### src/rtl/gpio_pulse_sequencer.sv
// Programmable multi-channel GPIO pulse sequencer with a busy-cycle watchdog
// and an input-change monitor, gated by the design enable.
module gpio_pulse_sequencer #(
    parameter int unsigned NUM_CH = 8,
    parameter int unsigned CNT_W  = 16,
    parameter int unsigned REP_W  = 8,
    parameter int unsigned WD_W   = 24,
    parameter int unsigned CHG_W  = 16
) (
    input  logic                    clk,
    input  logic                    rst,
    input  logic                    en,
    input  logic                    start,
    // One spare bit so out-of-range selects are representable and can be rejected.
    input  logic [$clog2(NUM_CH):0] ch_sel,
    input  logic [CNT_W-1:0]        pre_delay,
    input  logic [CNT_W-1:0]        pulse_len,
    input  logic [CNT_W-1:0]        post_delay,
    input  logic [REP_W-1:0]        reps,
    input  logic [WD_W-1:0]         wd_limit,
    input  logic [NUM_CH-1:0]       gpio_obs,
    output logic [NUM_CH-1:0]       gpio_out,
    output logic                    busy,
    output logic                    done,
    output logic                    timeout,
    output logic                    cfg_err,
    output logic                    change_evt,
    output logic [CHG_W-1:0]        change_cnt
);
    localparam int unsigned SEL_W = $clog2(NUM_CH) + 1;

    typedef enum logic [1:0] {S_IDLE, S_PRE, S_PULSE, S_POST} state_e;

    state_e           state_q, state_d;
    logic [CNT_W-1:0] cnt_q, cnt_d;
    logic [REP_W-1:0] reps_q, reps_d;
    logic [SEL_W-1:0] ch_q;
    logic [CNT_W-1:0] pre_q, len_m1_q, post_q;
    logic [WD_W-1:0]  wd_lim_q, wd_cnt_q;
    logic             done_q, done_d, timeout_q, cfg_err_q;
    logic             accept, reject, wd_hit, rep_end;

    logic [NUM_CH-1:0] obs_q, prev_q;
    logic              seen_q, primed_q;
    logic [CHG_W-1:0]  chg_cnt_q;

    always_comb begin
        accept = 1'b0;
        reject = 1'b0;
        if (state_q == S_IDLE && en && start) begin
            if (ch_sel < SEL_W'(NUM_CH)) accept = 1'b1;
            else                         reject = 1'b1;
        end
    end

    always_ff @(posedge clk) begin
        if (rst) begin
            state_q   <= S_IDLE;
            cnt_q     <= '0;
            reps_q    <= '0;
            ch_q      <= '0;
            pre_q     <= '0;
            len_m1_q  <= '0;
            post_q    <= '0;
            wd_lim_q  <= '0;
            wd_cnt_q  <= '0;
            done_q    <= 1'b0;
            timeout_q <= 1'b0;
            cfg_err_q <= 1'b0;
        end else begin
            state_q   <= state_d;
            cnt_q     <= cnt_d;
            reps_q    <= reps_d;
            done_q    <= done_d;
            cfg_err_q <= reject;
            if (accept) begin
                ch_q      <= ch_sel;
                pre_q     <= pre_delay;
                len_m1_q  <= (pulse_len == '0) ? '0 : pulse_len - CNT_W'(1);
                post_q    <= post_delay;
                wd_lim_q  <= wd_limit;
                wd_cnt_q  <= '0;
                timeout_q <= 1'b0;
            end else begin
                if (state_q != S_IDLE) wd_cnt_q <= wd_cnt_q + WD_W'(1);
                if (wd_hit && en)      timeout_q <= 1'b1;
            end
        end
    end

    // The start cycle is spent in PRE, so the first pre-phase runs one cycle
    // longer than the pre-phases of repeats; cnt_q counts down remaining cycles.
    always_comb begin
        state_d = state_q;
        cnt_d   = cnt_q;
        reps_d  = reps_q;
        done_d  = 1'b0;
        rep_end = 1'b0;
        wd_hit  = (state_q != S_IDLE) && (wd_lim_q != '0) &&
                  (wd_cnt_q == wd_lim_q - WD_W'(1));
        case (state_q)
            S_IDLE: begin
                if (accept) begin
                    state_d = S_PRE;
                    cnt_d   = pre_delay;
                    reps_d  = (reps == '0) ? REP_W'(1) : reps;
                end
            end
            S_PRE: begin
                if (cnt_q == '0) begin
                    state_d = S_PULSE;
                    cnt_d   = len_m1_q;
                end else begin
                    cnt_d = cnt_q - CNT_W'(1);
                end
            end
            S_PULSE: begin
                if (cnt_q == '0) begin
                    if (post_q != '0) begin
                        state_d = S_POST;
                        cnt_d   = post_q - CNT_W'(1);
                    end else begin
                        rep_end = 1'b1;
                    end
                end else begin
                    cnt_d = cnt_q - CNT_W'(1);
                end
            end
            S_POST: begin
                if (cnt_q == '0) rep_end = 1'b1;
                else             cnt_d = cnt_q - CNT_W'(1);
            end
            default: state_d = S_IDLE;
        endcase

        if (rep_end) begin
            if (reps_q > REP_W'(1)) begin
                reps_d = reps_q - REP_W'(1);
                if (pre_q != '0) begin
                    state_d = S_PRE;
                    cnt_d   = pre_q - CNT_W'(1);
                end else begin
                    state_d = S_PULSE;
                    cnt_d   = len_m1_q;
                end
            end else begin
                state_d = S_IDLE;
                done_d  = 1'b1;
            end
        end

        if (state_q != S_IDLE && (!en || wd_hit)) begin
            state_d = S_IDLE;
            cnt_d   = '0;
            done_d  = 1'b0;
        end
    end

    always_comb begin
        busy     = (state_q != S_IDLE);
        gpio_out = '0;
        if (state_q == S_PULSE) gpio_out = NUM_CH'(1) << ch_q;
    end

    assign done    = done_q;
    assign timeout = timeout_q;
    assign cfg_err = cfg_err_q;

    // prev_q keeps following obs_q while disabled so a stale difference
    // cannot hold change_evt high during a freeze.
    always_ff @(posedge clk) begin
        if (rst) begin
            obs_q     <= '0;
            prev_q    <= '0;
            seen_q    <= 1'b0;
            primed_q  <= 1'b0;
            chg_cnt_q <= '0;
        end else begin
            prev_q   <= obs_q;
            primed_q <= seen_q;
            if (en) begin
                obs_q  <= gpio_obs;
                seen_q <= 1'b1;
            end
            if (accept)                                chg_cnt_q <= '0;
            else if (change_evt && chg_cnt_q != '1)    chg_cnt_q <= chg_cnt_q + CHG_W'(1);
        end
    end

    assign change_evt = primed_q && (obs_q != prev_q);
    assign change_cnt = chg_cnt_q;

endmodule

### config.mk
export PLATFORM = sky130hd
export DESIGN_NAME = gpio_pulse_sequencer
export DESIGN_NICKNAME = d
export VERILOG_FILES = /design/src/rtl/gpio_pulse_sequencer.sv
export SDC_FILE = /design/constraint.sdc
export NUM_CORES = 1
export LEC_CHECK = 0
export BUFFER_PORTS_ARGS = -buffer_cell sky130_fd_sc_hd__buf_2
export CELL_PAD_IN_SITES_DETAIL_PLACEMENT = 1
export CELL_PAD_IN_SITES_GLOBAL_PLACEMENT = 1
export CORE_MARGIN = 2
export CORE_UTILIZATION = 39
export CTS_CLUSTER_SIZE = 16
export DETAILED_ROUTE_END_ITERATION = 8
export PLACE_DENSITY_LB_ADDON = 0.1
export SETUP_SLACK_MARGIN = 0.02
export SKIP_CTS_REPAIR_TIMING = 1
export SKIP_LAST_GASP = 1
export SLEW_MARGIN = 20
export SYNTH_ARGS = -nofsm -noshare
export SYNTH_HDL_FRONTEND = slang
export SYNTH_SLANG_ARGS = --single-unit
### constraint.sdc
create_clock -name clk -period 2.5 [get_ports clk]
set_input_delay 0.5 -clock clk [delete_from_list [all_inputs] [get_ports clk]]
set_output_delay 0.5 -clock clk [all_outputs]
set_load 0.005 [all_outputs]
== After elaboration in Yosys (flattened, before gate mapping) ==
Cells that the tools add are included.

* Register bits after elaboration: 163
* Bits in latches: 0
* Memory bits (writable): 0
* Bits in read-only memories: 0
* Input bits: 96
* Output and inout bits: 29
* Memories kept: 0

* $add $sub $neg: 8
* Multiply operators: 0
* Div/mod/pow operators: 0
* $lt $le $gt $ge: 2
* Equal/unequal tests: 10
* Shift-type cells: 1
* Mux-type cells: 32
* Bitwise operators: 2
* Reductions and logical operators: 24

{| class="wikitable"
|+ Operators with widths
! kind !! count
|-
| 16-bit two-way mux || 9
|-
| 16-bit case mux with 4 select lines || 1
|-
| 16-bit by 1-bit subtractor with 16-bit output (second input constant) || 4
|-
| 8-bit two-way mux || 6
|-
| 16-bit logical NOT || 2
|-
| 16-bit nonzero test || 2
|-
| 24-bit by 1-bit adder with 24-bit output (second input constant) || 1
|-
| 24-bit == test || 1
|-
| 24-bit nonzero test || 1
|-
| 24-bit by 1-bit subtractor with 24-bit output (second input constant) || 1
|-
| 16-bit by 1-bit adder with 16-bit output (second input constant) || 1
|-
| 16-bit inequality test (second input constant) || 1
|-
| 2-bit two-way mux || 7
|-
| 3-bit inequality test (second input constant) || 4
|-
| 8-bit by 1-bit > comparator with 1-bit output (second input constant) || 1
|-
| 1-bit logical AND || 8
|-
| 8-bit logical NOT || 1
|-
| 8-bit inequality test || 1
|-
| 1-bit by 4-bit left shift with 8-bit output (first input constant) || 1
|-
| 8-bit by 1-bit subtractor with 8-bit output (second input constant) || 1
|-
| 1-bit two-way mux || 7
|-
| 2-bit case mux with 3 select lines || 1
|-
| 2-bit OR reduction || 3
|-
| 5-bit AND reduction || 1
|-
| 11 further kinds || 13
|}

== Depth between registers and ports, before layout ==
* Word-level depth: 8
* Depth in mapped cells: 12
* Gate-level depth less buffers: 9

== Worst setup path before layout ==
Ideal clock, no wire load.

* Kind: reg-to-reg
* Start point: reg wd_lim_q[0]
* End point: reg cnt_q[11]
* Setup time: 133 ps
* Arrival time: 2493 ps
* Setup slack: -125 ps
* Stages on the path, launching flop included: 12
* Clock period less this slack: 2625 ps
* Cell sequence: dfxtp_1 > buf_2 > inv_1 > ha_1 > or4b_4 > nor2_1 > xnor2_1 > o311ai_0 > o2111ai_1 > o31ai_4 > buf_6 > a21oi_1

* Word-level cells in the longest chain between the ends: 6

{| class="wikitable"
|+ RTL lines
! item !! RTL line !! RTL
|-
| start, declared || 39 || <nowiki>logic [WD_W-1:0] wd_lim_q, wd_cnt_q;</nowiki>
|-
| start signal, assigned || 81 || <nowiki>wd_lim_q <= wd_limit;</nowiki>
|-
| 24-bit by 1-bit subtractor with 24-bit output or 24-bit nonzero test (tied branches) || 100, 99 ||
|-
| 24-bit == test or 1-bit logical AND (tied branches) || 100, 99 ||
|-
| 1-bit logical AND * || 99 || <nowiki>wd_hit = (state_q != S_IDLE) && (wd_lim_q != '0) &&</nowiki>
|-
| 1-bit logical OR * || 152 || <nowiki>if (state_q != S_IDLE && (!en || wd_hit)) begin</nowiki>
|-
| 1-bit logical AND * || 152 ||
|-
| 2-bit OR reduction (no source line) * || - ||
|-
| end signal, assigned || 72 || <nowiki>cnt_q <= cnt_d;</nowiki>
|-
| end, declared || 35 || <nowiki>logic [CNT_W-1:0] cnt_q, cnt_d;</nowiki>
|}

Every way passes the cells marked *; elsewhere a longest branch is shown, timed or not.
A chain may end at the register's enable or synchronous reset.

== Worst setup path after layout ==
* Start point: reg wd_lim_q[17]
* End point: reg cnt_q[2]

The elaborated chain is that of the path after synthesis.

==> impl_metrics.tcl <==
set metrics [dict create \
    io_pins 125 \
    relSlewSlack_pct 54.02 \
    h-tree-depth 4 \
    cp.arrival_ns 2.94 \
    syn_to_final_growth_pct 24.82 \
    ys_ff_latch 163 \
    via_per_inst 5.534 \
    skew_ns 0.01192 \
    grt_pass1_wl_mm 51.35 \
    cts_buffers 17 \
    setup_viol 19 \
    violations "setup timing" \
    clockBufferDepth 2 \
    ant_nets 0 \
    async_reset_ff_share_pct 0 \
    gp_congestion 0.8692 \
    cts_root_buf "clkbuf_16" \
    grt_max_degree 41 \
    cap_violations 0 \
    placed_cell_area_mm2 0.01102 \
    powerDensity_mw_per_mm2 868.1 \
    post-route-period-util_pct 104.5 \
    post-route-drc-count 0 \
    antenna_found_initial 0 \
    total_power_mw 10.23 \
    num-nets-final 1520 \
    clk_latency_ns 0.44 \
    layout-drive-gt1-share_pct 21.60 \
    final_common_cell "nand2_1" \
    track_usage_pct 24.98 \
    port_buffers 124 \
    routed_wl_mm 32.40 \
    stdcell_area_mm2 0.01179 \
    endpoint_kind "flip-flop" \
    routed-via-count 9629 \
    reg2reg_to "cnt_q[2]" \
    hold_path_end "post_q[11]" \
    reg2reg_slack_ns -0.11 \
    cts_sinks 163 \
    fmax_ghz 0.3827 \
    rows 56 \
    syn_area_mm2 0.009443 \
    clkTransAtPathRegs_ns 0.07 \
    die-area_mm2 0.02547 \
    nFillCells 2990 \
    cp-start-kind "flip-flop" \
    worstMarginPinSlew_ns 0.6874 \
    firstDrtPassIters 6 \
    min_path_type "input port to flip-flop" \
    die_y_um 159.6 \
    grt-ovfl-total 0 \
    yosysWarningCount 0 \
    yosys.area.top_type "dfxtp_1" \
    run_status "finished with violations" \
    synth.distinct_cells 76 \
    worstPathRequired_ns 2.83 \
    ir_drop_mv 0.4424 \
    core_area_mm2 0.02361 \
    synth_edf_count 0 \
    hpwl_mm 24.26 \
    final-max-slew-violation-count 0 \
    cts_tree "done" \
    grt_pass1_vias 9692 \
    finalWorstSetupSlack_ns -0.1127 \
    dr.first_iter.drc_count 516 \
    ys_top_cells_by_area "dfxtp_1 35%, nand2_1 8.1%, a21oi_1 5.7%, xnor2_1 4.9%, xor2_1 4.9%" \
    min_period_ns 2.613 \
    hold_path.startpoint "post_delay[11]" \
    rsz0062_at_grt "yes" \
    wl_per_cell_um 18.62 \
    die_w_um 159.6 \
    layout_common_cells "205 x nand2_1, 160 x dfxtp_1, 123 x buf_2" \
    ys.flop_type "dfxtp_1" \
    leakage_nw 4.811 \
    mappedNetlistNets 1345 \
    reg2reg_from "wd_lim_q[17]" \
    synthCells 1233 \
    holdPathStages 3 \
    start_util_pct 39.99 \
    syn_area_per_cell_um2 7.658 \
    hold_viol_final 0 \
    crit_fanout 9 \
    path_class "flip-flop to flip-flop" \
    synth_top_area_share_pct 34.56 \
    yosysSeqAreaShare_pct 34.56 \
    antenna_cells 0 \
    ff2ff_path_depth 8 \
]
## registers in the layout, indices dropped and copies added (netlist names)
name        cells
pre_q          16
cfg_err         1
primed_q        1
post_q         16
prev_q          8
reps_q          8
obs_q           8
change_cnt     16
ch_q            4
wd_cnt_q       24
timeout         1
len_m1_q       16
state_q         2
cnt_q          16
done            1
seen_q          1
wd_lim_q       24
## worst max-delay path, stage by stage, from the launching register on
cell and delay (ns):
dfxtp_1 0.34, nor4_4 0.40, a31oi_1 0.14, or4_4 0.56, a2111o_1 0.42, o31ai_4 0.27
buf_12 0.15, clkbuf_16 0.15, a21oi_1 0.07
## per-layer routing
metal	wire [um]	track usage (%)
met1	14090	30.75
met5	0	0
met4	485	6.157
met3	988	3.595
met2	16840	45.63
## kinds of logic after synthesis
kind of cell    synth area share (%)
simple gates                   29.23
compound gates                 18.47
flops                          34.56
xor+xnor                       9.832
buf+inv                        4.081
mux                            1.709
fa+ha+maj                      2.120
## report_power, final
part | switching [mW] | internal (mW)
clock | 1.23 | 1.30
combinational | 2.61 | 2.00
sequential | 0.275 | 2.81
## through the flow
| stage | cells | utilization [%] | hold WS (ns) | TNS [ns] | setup WS [ns] |
|---|---|---|---|---|---|
| floorplan | 1233 | - | 0.4270 | 0 | 0.02000 |
| global placement | 1703 | 46.66 | 0.4379 | 0 | 0.001385 |
| detailed placement | 1703 | 46.66 | 0.4658 | -1.534 | -0.1002 |
| CTS | 1735 | 48.98 | 0.2789 | -3.503 | -0.2045 |
| global route | 1740 | 49.92 | 0.2894 | -2.975 | -0.1720 |
| finish | 1740 | 49.92 | 0.2916 | -1.890 | -0.1127 |
## worst max-delay path by stage
stage	from	depth (start not counted)	slack [ns]	end
2_1_floorplan	wd_lim_q[0]	11	0.02	cnt_q[11]
3_3_place_gp	wd_lim_q[1]	11	0.001	cnt_q[9]
3_5_place_dp	wd_lim_q[1]	11	-0.10	cnt_q[10]
4_1_cts	wd_lim_q[1]	11	-0.20	cnt_q[10]
5_1_grt	wd_lim_q[1]	12	-0.17	cnt_q[1]
6_report	wd_lim_q[17]	8	-0.11	cnt_q[2]
## layout make-up
cell class	count	area, um2	area share, %
Sequential cell	163	3267	27.72
Clock buffer	18	429.2	3.641
Timing Repair Buffer	228	1513	12.83
Tap cell	319	399.1	3.386
Clock inverter	14	117.6	0.9979
Multi-Input combinational cell	973	5964	50.61
Inverter	25	96.34	0.8174
## synth_stat cells (25+ instances only)
library cell,n
o21ai_0,55
nor2_1,115
a21oi_1,108
clkbuf_1,52
xnor2_1,53
nor4_1,27
nor3_1,36
nand2_1,205
inv_1,25
xor2_1,53
dfxtp_1,163
nand3_1,35
No activity file was read; power rests on OpenSTA's default activity.
